File: src/rtl/sad_min_tracker.sv
// sad_min_tracker
//   Streaming minimum-SAD search. Reduces a window of WINDOW_COUNT
//   candidates to the best SAD (with its row/column) and the second-best
//   SAD, then offers the result through a valid/ready handshake.
//
// Ports
//   Clk              sole clock, rising edge
//   Rst              synchronous active-high reset
//   Start            opens a new window (honoured in IDLE only)
//   InValid/InReady  candidate handshake
//   InSAD            candidate SAD
//   InRow/InColumn   candidate coordinates
//   OutValid/OutReady result handshake
//   MinSADOut        best SAD
//   MinSADRowOut/MinSADColumnOut  coordinates of best SAD
//   SecondMinSADOut  second-best SAD
//   CandidateCount   candidates accepted in the current window
//   Busy             unit is not idle
module sad_min_tracker #(
    parameter int unsigned SAD_WIDTH    = 32,
    parameter int unsigned COORD_WIDTH  = 8,
    parameter int unsigned WINDOW_COUNT = 256,
    parameter int unsigned TIE_MODE     = 0
) (
    input  logic                   Clk,
    input  logic                   Rst,
    input  logic                   Start,
    input  logic                   InValid,
    output logic                   InReady,
    input  logic [SAD_WIDTH-1:0]   InSAD,
    input  logic [COORD_WIDTH-1:0] InRow,
    input  logic [COORD_WIDTH-1:0] InColumn,
    output logic                   OutValid,
    input  logic                   OutReady,
    output logic [SAD_WIDTH-1:0]   MinSADOut,
    output logic [COORD_WIDTH-1:0] MinSADRowOut,
    output logic [COORD_WIDTH-1:0] MinSADColumnOut,
    output logic [SAD_WIDTH-1:0]   SecondMinSADOut,
    output logic [15:0]            CandidateCount,
    output logic                   Busy
);

    typedef enum logic [1:0] {
        IDLE,
        ACCUM,
        HOLD
    } state_t;

    localparam logic [15:0] LAST_INDEX = 16'(WINDOW_COUNT - 1);

    state_t state;
    state_t state_next;

    logic accept;
    logic last_accept;
    logic beats_min;
    logic beats_second;

    assign accept      = InValid && InReady;
    assign last_accept = accept && (CandidateCount == LAST_INDEX);

    // TIE_MODE 1 lets an equal later candidate displace the stored one.
    always_comb begin
        if (TIE_MODE != 0) begin
            beats_min    = (InSAD <= MinSADOut);
            beats_second = (InSAD <= SecondMinSADOut);
        end else begin
            beats_min    = (InSAD < MinSADOut);
            beats_second = (InSAD < SecondMinSADOut);
        end
    end

    // State register
    always_ff @(posedge Clk) begin
        if (Rst) begin
            state <= IDLE;
        end else begin
            state <= state_next;
        end
    end

    // Next-state logic
    always_comb begin
        state_next = state;
        case (state)
            IDLE:    if (Start)                state_next = ACCUM;
            ACCUM:   if (last_accept)          state_next = HOLD;
            HOLD:    if (OutValid && OutReady) state_next = IDLE;
            default: state_next = IDLE;
        endcase
    end

    // State-decoded outputs
    always_comb begin
        InReady  = (state == ACCUM);
        OutValid = (state == HOLD);
        Busy     = (state != IDLE);
    end

    // Result datapath: changes only on Start (from IDLE) or on an accept,
    // so results stay frozen through HOLD and IDLE.
    always_ff @(posedge Clk) begin
        if (Rst) begin
            MinSADOut       <= '1;
            SecondMinSADOut <= '1;
            MinSADRowOut    <= '0;
            MinSADColumnOut <= '0;
            CandidateCount  <= '0;
        end else if ((state == IDLE) && Start) begin
            MinSADOut       <= '1;
            SecondMinSADOut <= '1;
            MinSADRowOut    <= '0;
            MinSADColumnOut <= '0;
            CandidateCount  <= '0;
        end else if (accept) begin
            CandidateCount <= CandidateCount + 16'd1;
            if (beats_min) begin
                SecondMinSADOut <= MinSADOut;
                MinSADOut       <= InSAD;
                MinSADRowOut    <= InRow;
                MinSADColumnOut <= InColumn;
            end else if (beats_second) begin
                SecondMinSADOut <= InSAD;
            end
        end
    end

endmodule

File: config.mk
export PLATFORM = sky130hd
export DESIGN_NAME = sad_min_tracker
export DESIGN_NICKNAME = d
export VERILOG_FILES = /design/src/rtl/sad_min_tracker.sv
export SDC_FILE = /design/constraint.sdc
export NUM_CORES = 1
export LEC_CHECK = 0
export ABC_AREA = 1
export CAP_MARGIN = 40
export CORE_MARGIN = 5
export CORE_UTILIZATION = 45
export DETAILED_ROUTE_END_ITERATION = 12
export GPL_ROUTABILITY_DRIVEN = 0
export HOLD_SLACK_MARGIN = 0.1
export PLACE_DENSITY_LB_ADDON = 0.15
export SETUP_SLACK_MARGIN = 0.4
export SLEW_MARGIN = 20
export SYNTH_ARGS = -nofsm -noshare
export SYNTH_HDL_FRONTEND = slang
export SYNTH_SLANG_ARGS = --single-unit
File: constraint.sdc
create_clock -name Clk -period 5.3 [get_ports Clk]
set_input_delay 1.325 -clock Clk [delete_from_list [all_inputs] [get_ports Clk]]
set_output_delay 1.325 -clock Clk [all_outputs]
set_load 0.01 [all_outputs]
---- After elaboration in Yosys (flattened, before gate mapping) ----
Index checks and enable logic that the tools add are counted.
operators by class
  add/subtract/negate cells ............... 1
  multiply operators ...................... 0
  divide/modulo/power cells ............... 0
  magnitude comparators ................... 2
  equality and inequality tests ........... 6
  shifts and indexed selects .............. 0
  multiplexer cells ....................... 6
  bitwise logic cells ..................... 0
  reduce and logical (&&, ||, !) cells .... 11
operators with widths
  operator                                         count
  less-than comparator 32 bit                      2
  two-way mux 32 bit                               2
  adder 16 x 1 -> 16 bit (second input constant)   1
  == test 16 x 8 -> 1 bit (second input constant)  1
  two-way mux 2 bit                                3
  case mux 2 bit (3 select lines)                  1
  logical AND 1 bit                                4
  != test 2 x 1 -> 1 bit (second input constant)   2
  AND reduction 2 bit                              2
  nonzero test 2 bit                               2
  AND reduction 3 bit                              1
  == test 2 x 1 -> 1 bit (second input constant)   1
  == test 2 bit (second input constant)            1
  logical NOT 2 bit                                1
  != test 2 bit (second input constant)            1
  OR reduction 2 bit                               1
word-level totals
  bits in registers ....................... 98
  bits in latches ......................... 0
  memory bits (writable) .................. 0
  ROM bits ................................ 0
  bits of input ports ..................... 53
  output and inout port bits .............. 99
  logic and storage cells ................. 32
  memories kept ........................... 0

---- Longest topological paths before layout ----
Gate-level depths: netlist of run 1.
  word-level depth ........................ 5
  mapped depth ............................ 17
  gate-level depth less buffers ........... 16

---- Least setup slack after synthesis of run 1 ----
Ideal clock, no wire load.
  kind .................................... input -> register
  start point ............................. input InSAD[27]
  end point ............................... register MinSADOut[22]
  library setup time ...................... 0.134 ns
  arrival time ............................ 2.768 ns
  data required time ...................... 5.166 ns
  setup slack ............................. 2.398 ns
  stages .................................. 11
  path buffers ............................ 2
  cell sequence ........................... ha_1 > a21oi_1 > o21ai_1 > nand2_1 > o211ai_1 > nor2_2 > nand3_4 > buf_4 > buf_6 > nand2_1 > nand3_1
between the ends
  word-level cells in the longest chain between the ends .. 2
RTL lines
  item                           line  RTL
  from (decl)                    30    input logic [SAD_WIDTH-1:0] InSAD,
  less-than comparator 32 bit    68    beats_min = (InSAD < MinSADOut);
  AND reduction 2 bit (no line)  -
  to (signal assigned)           119   MinSADOut <= InSAD;
  to (decl)                      35    output logic [SAD_WIDTH-1:0] MinSADOut,
No other way between the ends.
A chain may end at the register's enable or synchronous reset.

---- Worst setup path after layout of run 1 ----
  start point ............................. input InSAD[29]
  end point ............................... register MinSADOut[2]
Same word-level chain as after synthesis.

==> impl_metrics.csv, run 1 <==
group,metric,value,unit
synthesis,synthDistinctLibCells,32,
power_and_ir_drop,power_density,237,nW/um^2
clock_network,clock_path_buffers,2,
power_and_ir_drop,peakVddDrop,259,uV
power_and_ir_drop,p_leak,0.00419,uW
setup_path,start_kind,"input pin",
floorplanning,dieArea,15200,sq um
synthesis,netlist.area_leader.share,0.339,
finish,syn2layout_area_growth,33.6,%
timing,min_period_over_period,0.753,
setup_path,rrSetupSlack,2.34,ns
setup_path,r2r_start,"MinSADOut[31]",
synthesis,postSynthCellCount,862,
clock_network,htreeDepth,3,
timing,worstMarginPinSlew,0.588,ns
clock_network,hold_buffers,0,
setup_path,cp.arrival,4.21,ns
grt,antenna_found_initial,0,
floorplanning,row_count,41,
timing,slew_headroom,0.604,
detailed_routing,antenna_left,0,
placement,port_buffers,151,
timing,hold_viol_final,0,
timing,fin_crit,3.99,ns
finish,final_common_cell,"nand2_1",
grt,grt_pass1_wl,26.4,mm
grt,grt_use_total,0.215,
detailed_routing,drt-wirelength-per-cell,13.7,microns
grt,grt_max_degree,54,
detailed_routing,viasPerCell,5.03,
synthesis,syn_area,5790,sq um
detailed_routing,firstDrtPassIters,5,
synthesis,synth-seq-area-share,0.339,
synthesis,synthArstFlopShare,0,
min_path,hold_path_depth,4,
synthesis,yosysTopAreaCell,"dfxtp_1",
synthesis,synth_area_leaders,"dfxtp_1, nand2_1, ha_1, nand3_1, inv_1",
setup_path,critPathLaunch,"InSAD[29]",
finish,drive_above_1_share,0.0409,
setup_path,endpoint_kind,"flip-flop",
setup_path,timing.rr.end,"MinSADOut[2]",
power_and_ir_drop,power.total,1830,uW
finish,final_util,0.613,
detailed_routing,initialDrtViolationCount,457,
synthesis,synth_ff_type,"dfxtp_1",
synthesis,synth-edff-count,0,
synthesis,syn_avg_cell_area,6.72,sq um
min_path,holdPathEnd,"MinSADColumnOut[7]",
timing,fmax,251,MHz
synthesis,ys_seq_elements,98,
detailed_routing,drt-total-wl,16.1,mm
clock_network,root_buffer,"clkbuf_16",
timing,setup_viol_count_final,0,
clock_network,clock_sinks,98,
clock_network,insertion_delay,0.36,ns
min_path,hp-start,"MinSADColumnOut[7]",
synthesis,synth_nets,978,
timing,fin_skew,0.00670,ns
setup_path,critPathRequiredTime,5.53,ns
floorplanning,coreArea,12600,sq um
grt,grt-ovfl-total,0,
clock_network,clk_pin_slew,0.07,ns
setup_path,worstSetupPathType,"in2reg",
floorplanning,die_x,123,microns
timing,tns,0,ns
floorplanning,die_h,123,microns
synthesis,yosys_warnings,0,
placement,hpwl,11.7,mm
run_status,status,"complete, no violations",
clock_network,numCtsBuffers,9,
job,maxCapViolCount,0,
timing,rsz0062_at_grt,"no",
finish,fin_nets,1113,
clock_network,post_cts_buffers,0,
floorplanning,start_util,0.459,
finish,diodes,0,
floorplanning,ioPinCount,152,
setup_path,worstPathMaxFanout,53,
setup_path,rr_worst_depth,12,
finish,layout_common_cells,"nand2_1, clkdlybuf4s50_1, nand3_1",
clock_network,ctsResizeCount,0,
clock_network,tritoncts,"done",
detailed_routing,vias,5910,
min_path,hp-class,"reg2reg",
detailed_routing,post-route-drc-count,0,
grt,grt_pass1_vias,5481,
timing,slew_violations,0,
-- report_power, final --
part | internal [uW] | leakage, uW | switching, uW
logic | 185 | 0.00325 | 209
registers | 769 | 0.000799 | 28.5
clock network | 335 | 0.000132 | 307
-- metrics by stage --
stage          setup WS [ns]  hold slack [ns]  cells  area, sq um
2_1_floorplan           2.40            0.496    862         5790
4_1_cts                 1.33            0.515   1174         7740
6_report                1.31            0.512   1174         7740
5_1_grt                 1.02            0.537   1174         7740
3_3_place_gp            1.01            0.488   1157         7430
3_5_place_dp           0.970            0.500   1158         7450
-- layer usage --
layer	global-route usage	vias to the layer above	share of wire
li1	-	3040	-
met1	0.281	2691	0.46
met2	0.358	165	0.47
met3	0.0567	14	0.060
met4	0.0471	0	0.0092
met5	0	-	0
-- worst max path at each step --
stage	end	slack, ns	depth (start not counted)
after floorplan	MinSADOut[22]	2.40	11
after global placement	MinSADOut[26]	1.01	12
after detailed placement	MinSADOut[7]	0.97	12
after CTS	MinSADOut[7]	1.33	12
after global routing	MinSADOut[2]	1.02	12
final	MinSADOut[2]	1.31	12
-- Yosys cell counts (4+ instances only) --
library cell,instances
a21oi_1,42
buf_2,16
clkbuf_1,15
dfxtp_1,98
ha_1,63
inv_1,105
inv_2,4
nand2_1,266
nand3_1,137
nand4_1,6
nor2_1,60
nor3_1,6
o21ai_0,16
-- final cells by class --
type | count | area, sq um
Inverter | 109 | 409
Clock buffer | 10 | 239
Timing Repair Buffer | 162 | 1630
Fill cell | 1235 | 4880
Clock inverter | 6 | 48.8
Sequential cell | 98 | 1960
Tap cell | 172 | 215
Multi-Input combinational cell | 617 | 3240
-- sequential cells by signal, indices dropped and copies added, names as in the netlist --
signal / flops
MinSADOut: 32
SecondMinSADOut: 32
CandidateCount: 16
MinSADColumnOut: 8
MinSADRowOut: 8
state: 2
-- worst max-delay path: stages --
cell             delay, ns
clkdlybuf4s50_1       0.50
ha_1                  0.34
nand4_1               0.08
inv_1                 0.07
nand4_1               0.13
nor3_1                0.22
nand2_2               0.24
nand3_4               0.12
buf_4                 0.50
inv_2                 0.42
nand2_1               0.15
nand3_1               0.08
-- kinds of logic after synthesis --
logic type,synth area share
xor+xnor,0.00151
flops,0.339
buf+inv,0.103
fa+ha+maj,0.136
compound gates,0.0626
simple gates,0.358
Power figures use the tool's default switching activity.
==> run 2, diff against run 1 <==
- clock period: 5.3 -> 3.9 ns (I/O delays scaled with it)
==> run 2 against run 1 <==
Effect of this change: worst hold slack worse by 0.0077 ns; highest routed layer unchanged; combinational power increased by 36%; final area increased by 0.61%.
==> impl_metrics.csv, run 2 (synthesized netlist as in run 1, its figures left out) <==
group,metric,value,unit
run_status,status,"complete, no violations",
timing,worstMarginPinSlew,0.514,ns
setup_path,start_kind,"input pin",
finish,final_common_cell,"nand2_1",
power_and_ir_drop,p_int,1810,uW
clock_network,clock_path_buffers,2,
clock_network,post_cts_buffers,0,
timing,setup_viol_count_final,0,
timing,hold_viol_final,0,
grt,grt_max_degree,49,
detailed_routing,antenna_left,0,
clock_network,hold_buffers,0,
finish,design_area,7790,sq um
setup_path,cp.arrival,3.50,ns
setup_path,path_cells,"clkdlybuf4s50_1 -> ha_1 -> a21oi_1 -> o21ai_1 -> nand2_1 -> o211ai_1 -> nor2_2 -> nand3_4 -> nand2_1 -> buf_4 -> nand2_1 -> nand3_1",
power_and_ir_drop,pwr-share-clk,0.360,
clock_network,tritoncts,"done",
clock_network,htreeDepth,3,
detailed_routing,post-route-drc-count,0,
floorplanning,row_count,41,
detailed_routing,viasPerCell,4.96,
clock_network,clk_pin_slew,0.07,ns
power_and_ir_drop,power_frac_seq,0.428,
finish,final_cells,1180,
finish,diodes,0,
floorplanning,coreArea,12600,sq um
clock_network,root_buffer,"clkbuf_16",
placement,dp.cells,1164,
setup_path,crit_path_frequent_cell,"nand2_1",
floorplanning,dieArea,15200,sq um
detailed_routing,firstDrtPassIters,5,
placement,port_buffers,151,
setup_path,critPathBufInv,2,
finish,fin_nets,1119,
timing,slew_violations,0,
finish,layout_common_cells,"nand2_1, clkdlybuf4s50_1, nand3_1",
timing,fin_crit,3.21,ns
setup_path,endpoint_kind,"flip-flop",
setup_path,crit_path_max_incr_delay,0.48,ns
timing,fmax,312,MHz
floorplanning,start_util,0.459,
job,maxCapViolCount,0,
floorplanning,ioPinCount,152,
grt,antenna_found_initial,0,
power_and_ir_drop,p_leak,0.00422,uW
min_path,hp-start,"CandidateCount[3]",
setup_path,worstSetupPathType,"in2reg",
timing,rsz0062_at_grt,"no",
setup_path,worstPathMaxFanout,23,
grt,grt_use_total,0.215,
floorplanning,die_x,123,microns
finish,top_regs,"MinSADOut: 32 flops, SecondMinSADOut: 32 flops, CandidateCount: 16 flops",
power_and_ir_drop,peakVddDrop,271,uV
grt,grt-ovfl-total,0,
finish,syn2layout_area_growth,34.4,%
finish,multi_input_area,3240,sq um
power_and_ir_drop,p_sw,718,uW
detailed_routing,initialDrtViolationCount,406,
setup_path,r2r_start,"MinSADOut[25]",
placement,dpl_cell_area,7490,sq um
timing,tns,0,ns
timing,slew_headroom,0.656,
finish,num-fill-cells,1182,
clock_network,clock_sinks,98,
power_and_ir_drop,power_density,325,nW/um^2
clock_network,insertion_delay,0.35,ns
grt,grt_pass1_vias,5379,
setup_path,critical_path.slowest_cell,"clkdlybuf4s50_1",
floorplanning,die_h,123,microns
power_and_ir_drop,combPwrFrac,0.212,
power_and_ir_drop,switching_share,0.284,
setup_path,critPathLaunch,"InSAD[27]",
finish,final_util,0.617,
min_path,hp-class,"reg2reg",
setup_path,critPathRequiredTime,4.20,ns
finish,drive_above_1_share,0.0446,
detailed_routing,drt-total-wl,16.1,mm
clock_network,ctsResizeCount,0,
detailed_routing,drt-wirelength-per-cell,13.6,microns
setup_path,path_delay_family,"simple AND/OR/NAND/NOR gates",
finish,regArea,1960,sq um
timing,fin_skew,0.00612,ns
detailed_routing,vias,5854,
clock_network,numCtsBuffers,9,
placement,hpwl,11.6,mm
timing,min_period_over_period,0.822,
timing,holdWs,0.504,ns
grt,grt_pass1_wl,26.3,mm
## run 2: cell count changes in the layout (fill, tap and decap cells not counted), sizes merged
cell / before / now
buf: 11 / 17
inv: 111 / 109
clkinv: 1 / 2
clkbuf: 10 / 12
clkinvlp: 3 / 1
bufinv: 0 / 1
## run 2: stage by stage
step | power, uW | setup WS [ns]
2_1_floorplan | 1400 | 1.35
3_3_place_gp | 1640 | 0.410
3_5_place_dp | 1640 | 0.358
4_1_cts | 2560 | 0.703
5_1_grt | 2670 | 0.435
6_report | 2530 | 0.693
## run 2: worst paths after layout
check | endpoint | depth (start not counted) | slack [ns]
min | CandidateCount[3] | 1 | 0.50
min reg2reg | CandidateCount[3] | 1 | 0.50
max reg2reg | SecondMinSADOut[6] | 12 | 1.39
max | SecondMinSADOut[6] | 12 | 0.69
## run 2: power groups by stage
| stage | clock [uW] | combinational (uW) | sequential, uW |
|---|---|---|---|
| 3_5_place_dp | 0 | 537 | 1110 |
| 2_1_floorplan | 0 | 286 | 1120 |
| 6_report | 911 | 537 | 1080 |
| 5_1_grt | 963 | 612 | 1090 |
| 3_3_place_gp | 0 | 532 | 1110 |
| 4_1_cts | 932 | 542 | 1080 |
## run 2: worst reg2reg max path: stages (launching register included)
cell and delay [ns]:
dfxtp_1 0.41, inv_1 0.07, ha_1 0.29, a21oi_1 0.13, o21ai_1 0.08, nand2_1 0.08, o211ai_1 0.11, nor2_2 0.31
nand3_4 0.30, nand2_1 0.17, buf_4 0.30, nand2_1 0.12, nand3_1 0.09
## run 2: metal layers
layer  global-route usage  routed length [microns]  vias up  part of all wire
met3               0.0531                     1030       19             0.064
met4               0.0574                      204        0             0.013
li1                     -                        -     3037                 -
met1                0.283                     7270     2636              0.45
met2                0.352                     7580      162              0.47
met5                    0                        0        -                 0
## run 2: cell type report
class                   instances  area share
well taps                     172      0.0276
inverters                     109      0.0525
clock inverters                 4     0.00659
repair buffers                168       0.214
multi-input cells             617       0.416
clock buffers                  12      0.0316
flip-flops and latches         98       0.252
